--- config.mk ---
export PLATFORM = sky130hd
export DESIGN_NAME = mem_array
export DESIGN_NICKNAME = d
export VERILOG_FILES = /design/src/rtl/mem_array.sv
export SDC_FILE = /design/constraint.sdc
export NUM_CORES = 1
export LEC_CHECK = 0
export BUFFER_PORTS_ARGS = -buffer_cell sky130_fd_sc_hd__buf_2
export CORE_ASPECT_RATIO = 0.5
export CORE_MARGIN = 2
export CORE_UTILIZATION = 50
export CTS_BUF_LIST = sky130_fd_sc_hd__clkbuf_2 sky130_fd_sc_hd__clkbuf_4 sky130_fd_sc_hd__clkbuf_8
export DETAILED_ROUTE_END_ITERATION = 7
export PLACE_DENSITY = 0.71
export SLEW_MARGIN = 10
export SYNTH_ARGS = -nofsm -noshare
export SYNTH_HDL_FRONTEND = slang
export SYNTH_SLANG_ARGS = --single-unit
--- constraint.sdc ---
create_clock -name clk -period 1.4 [get_ports clk]
set_input_delay 0.28 -clock clk [delete_from_list [all_inputs] [get_ports clk]]
set_output_delay 0.28 -clock clk [all_outputs]
set_load 0.05 [all_outputs]
--- src/rtl/mem_array.sv ---
// mem_array: parametrised word memory with registered read port and background bulk-clear engine
module mem_array #(
   parameter int WIDTH  = 8,
   parameter int DEPTH  = 8,
   parameter int ADDR_W = 3
) (
   input  logic              clk,
   input  logic              rst_n,
   input  logic [ADDR_W-1:0] addr,
   input  logic [WIDTH-1:0]  din,
   input  logic              we,
   input  logic              re,
   output logic [WIDTH-1:0]  dout,
   output logic              rd_valid,
   output logic              addr_err,
   input  logic              clr_req,
   output logic              busy,
   output logic              clr_done
);
   typedef enum logic {IDLE, CLEAR} state_t;
   localparam logic [ADDR_W:0]   DEPTH_W = (ADDR_W+1)'(DEPTH);
   localparam logic [ADDR_W-1:0] LAST    = ADDR_W'(DEPTH-1);
   state_t            state, state_nxt;
   logic [ADDR_W-1:0] ptr, ptr_nxt;
   logic [WIDTH-1:0]  mem [DEPTH];
   logic              in_range, acc, wr_en, rd_en, err, last;
   always_comb begin
      in_range  = {1'b0, addr} < DEPTH_W;
      last      = ptr == LAST;
      acc       = state == IDLE && !clr_req;
      wr_en     = acc && we && in_range;
      rd_en     = acc && re && in_range;
      err       = acc && (we || re) && !in_range;
      state_nxt = state == IDLE ? (clr_req ? CLEAR : IDLE) : (last ? IDLE : CLEAR);
      ptr_nxt   = state == IDLE ? '0 : ptr + 1'b1;
   end
   assign busy = state == CLEAR;
   // Nonblocking read before write gives read-first behaviour on a same-address collision.
   always_ff @(posedge clk or negedge rst_n) begin
      if (!rst_n) begin
         state    <= IDLE;
         ptr      <= '0;
         dout     <= '0;
         rd_valid <= 1'b0;
         addr_err <= 1'b0;
         clr_done <= 1'b0;
         for (int i = 0; i < DEPTH; i++) mem[i] <= '0;
      end else begin
         state    <= state_nxt;
         ptr      <= ptr_nxt;
         rd_valid <= rd_en;
         addr_err <= err;
         clr_done <= state == CLEAR && last;
         if (rd_en) dout <= mem[addr];
         if (state == CLEAR) mem[ptr] <= '0;
         else if (wr_en) mem[addr] <= din;
      end
   end
endmodule

# Word-level counts from Yosys, hierarchy flattened
# Cells that the tools add are included.
# totals
inputBits	16
register_bits	78
word_cells	46
mem_bits_rw	0
latch_bits	0
romBits	0
memories	0
# op_classes
n_shift	0
addsub	1
n_bitwise	5
reduce_logical	8
order_cmp	4
mul	0
n_div	0
muxes	14
eq_ne	1
# op_table
cell	count
$mux W64	2
$and A64 B64 Y64	1
$bwmux W64	1
$not A64 Y64	1
$demux W8 S3	2
$mux W8	4
$bmux W8 S3	1
$ge A4 B4 Y1 const B	2
$lt A4 B1 Y1 const B	2
$not A3 Y4	2
$logic_and A1 B1 Y1	6
$add A3 B1 Y3 const B	1
$eq A3 B3 Y1 const B	1
$mux W1	3
$mux W3	1
$reduce_bool A2 Y1	1
$logic_not A1 Y1	1
$not A1 Y1	1

# Depth between registers and ports, before layout
# depth
ltp_word	8
depth_mapped	6
mapped_depth_nobuf	4

# Worst setup path after synthesis
# Ideal clock, no wire load.
# synth_path
path_type	register -> register
start	register state (netlist: busy)
end	register dout[6]
path_buffers	2
path_slack_ps	-207
synth_period_minus_slack_ps	1607
required_time_ps	1318
path_stages_with_launch	6
arrival_ps	1525
cell_sequence	dfrtp_1 -> buf_2 -> nor3b_4 -> buf_6 -> nor2_1 -> a31oi_1
# synth_between
elab_chain_len	3
# synth_lines
item	line	source
start, declared	23	state_t state, state_nxt;
start signal, assigned	49	state <= state_nxt;
$not A1 Y1	n/a	
$logic_and A1 B1 Y1	30	acc = state == IDLE && !clr_req;
$logic_and A1 B1 Y1	32	rd_en = acc && re && in_range;
net rd_en	26	logic in_range, acc, wr_en, rd_en, err, last;
end signal, assigned	54	if (rd_en) dout <= mem[addr];
end, declared	13	output logic [WIDTH-1:0] dout,
# The timed path passes the listed nets, and every way through them passes these cells.
# A chain may end at the register's enable or synchronous reset.

# Worst setup path in the final report
# layout_path
start	register state (netlist: busy)
end	output port busy
# layout_rtl
item	line	source
end, declared	17	output logic busy,
# No word-level cell between the ends.

==> run summary <==
Outcome: complete, but fails checks
Failing checks: setup timing
Final WL: 10.7 mm
I/O pins: 28
Min Tclk post-route: 1.43 ns
Type of the worst setup path: register to primary output
Clk_lat worst skew: 0.36 ns
Chip width: 129 um
FILL cells: 583
RSZ-0062 raised after global routing: yes
Fin. Hold Viols: 0
Period Utilization, post-route: 102%
Cells after Synth: 414
CTS root buf: clkbuf_8
Multi-input gate area: 1860 sq um
H-tree levels: 3
Vias per cell: 6.04
Final number of setup-violating endpoints: 15
Slew Limit Fails: 0
EDFF count, synth: 0
Die height: 66.3 um
Area leader, netlist: dfrtp_1
Routed vias: 3357
MaxCap Viol Count: 0
Mapped Nets: 432
Async set-reset flop share out of synthesis: 100%
Sequential-to-total area share from yosys stat: 50.3%
Arr. time, crit path: 1.15 ns
Pre-antenna DRT Iters: 5
Num CTS Buffers: 9
Finished Layout Cells: 556
Tot GR Track Use: 26.4%
Min Hold Slack: 0.270 ns
Congestion Overflow GR: 0
Count leader, synth: dfrtp_1
Dominant synthesized flop cell: dfrtp_1
Slowest cell on crit path: dfrtp_2
Worst VDD drop: 0.000936 V
Initial Util: 52.2%
Total Nets Final: 473
Layout Skew: 0.0119 ns
Synth Register Bits: 78
Core Area: 7430 sq um
Port Buffers: 26
Remaining DRCs: 0
Placer Congestion: 0.882
Layout cells sized above 1: 35.9%
Full die area: 8520 sq um
Syn_area_per_cell: 9.37 sq um
Initial antenna violation count: 0
Detailed Place HPWL: 7.05 mm
CTS clock-pin slew for the worst setup and hold paths: 0.08 ns
Synth area leaders: dfrtp_1, mux2_2, nand3_1, o21ai_0, nand2_1
Largest net degree at the start of global routing: 51
Crit Path Max Fanout: 5
Worst Hold Class: primary input to register
Synthesis Warnings: 0
Layout overhead on the synthesized area: 24.1%
Synth top cells by count: dfrtp_1, nand2_1, nand3_1
Crit-path cells: buf_4 -> buf_6
Worst reg2reg path depth: 4
Worst Setup End Kind: primary output
Vias in the first global route: 3174
Number of antenna diodes: 0
Post-route setup slack: -0.0314 ns
Placed cell count: 537
Cell Area, Synth: 3880 sq um
Distinct cell type count after synthesis: 27
Yosys top cell area share: 50.3%
Highest clock rate: 699 MHz
Clock tree sinks: 78
CTS Buffer Depth: 2
DR WL/cell: 19.2 um
CP required: 1.12 ns
Sequential cell area: 1950 sq um
Final core utilization: 64.8%
DRT iter0 DRCs: 561
Final ANT Viol Nets: 0
CP peak stage delay: 0.47 ns
Min-Delay Path Depth: 3
CTS tree: built
Global-route wire length before repair: 16.7 mm
Leakage Power: 2.15 nW
PwrDens: 1800 nW/um^2
Crit path launch type: register
Rows: 22
==> area by class of cell <==
class,instances,area share [%]
repair buffers,78,13.6
clock buffers,12,3.17
clock inverters,4,1.46
well taps,96,2.50
flip-flops and latches,78,40.6
multi-input cells,288,38.7
==> per-layer routing <==
layer / GRT usage (%) / part of all wire, % / vias to the layer above
met5: 0 / 0 / -
met4: 7.61 / 1.1 / 0
met3: 7.85 / 8.7 / 12
met2: 39.8 / 45 / 158
met1: 37.3 / 45 / 1668
li1: - / - / 1519
==> registers in the layout, indices dropped and copies added (netlist names) <==
name	count
busy	1
clr_done	1
ptr	3
mem	64
dout	8
rd_valid	1
==> cell families (layout without fill, tap and decap cells) <==
| group | after synthesis | count (layout) | share of synthesized area (%) |
|---|---|---|---|
| and+or+nand+nor | 165 | 165 | 21.3 |
| AOI/OAI and AO/OA | 88 | 88 | 12.6 |
| DFF | 78 | 78 | 50.3 |
| buffers and inverters | 48 | 94 | 5.77 |
| muxes | 32 | 32 | 9.29 |
| adders and majority gates | 2 | 2 | 0.645 |
| other | 1 | 1 | 0.0967 |
==> timing repair <==
item	in CTS	in global routing
endpoints found under the setup margin	65	66
pin swaps	4	19
gates resized for setup	37	72
setup buffers	1	2
cloned	1	1
hold buffers	1	0
hold endpoints to repair	78	0
==> layout by cell type, fill, tap and decap left out, drive strengths merged, types with 8 or more instances in the layout <==
cell    netlist  final
nor2         11     11
mux2         32     32
and2         12     12
nand3        64     64
a22oi        16     16
nand2        64     64
o21ai        64     64
dfrtp        78     78
a31oi         8      8
clkbuf       18     13
buf          30     76
==> worst paths after layout <==
check	from	to	slack, ns
worst min register to register	mem[63]	mem[63]	0.52
min in group asynchronous	rst_n	mem[46]	0.42
worst min-delay path	din[7]	mem[63]	0.27
worst max register to register	busy	mem[30]	-0.03
max in group asynchronous	rst_n	rd_valid	0.70
worst max-delay path	busy	busy	-0.03
==> where the power goes <==
part	total [W]	switching (W)	internal [W]
registers	0.00349	0.000448	0.00305
logic	0.00327	0.00193	0.00134
clock network	0.00190	0.000815	0.00109
total	0.00867	0.00319	0.00547
==> through the flow <==
stage	worst slack, ns	setup TNS, ns	total power [W]	instance area (sq um)
2_1_floorplan	-0.0548	-2.49	0.00551	3890
3_3_place_gp	-0.182	-5.02	0.00630	4360
3_5_place_dp	-0.240	-9.79	0.00642	4360
4_1_cts	-0.0384	-0.262	0.00839	4630
5_1_grt	-0.0741	-2.54	0.00912	4810
6_report	-0.0314	-0.165	0.00867	4810
==> critical path, delay by kind of cell (launching register included) <==
family / cells / cell delay [ns]
flip-flops: 1 / 0.47
buffers and inverters: 2 / 0.33
No activity file was read; power rests on OpenSTA's default activity.
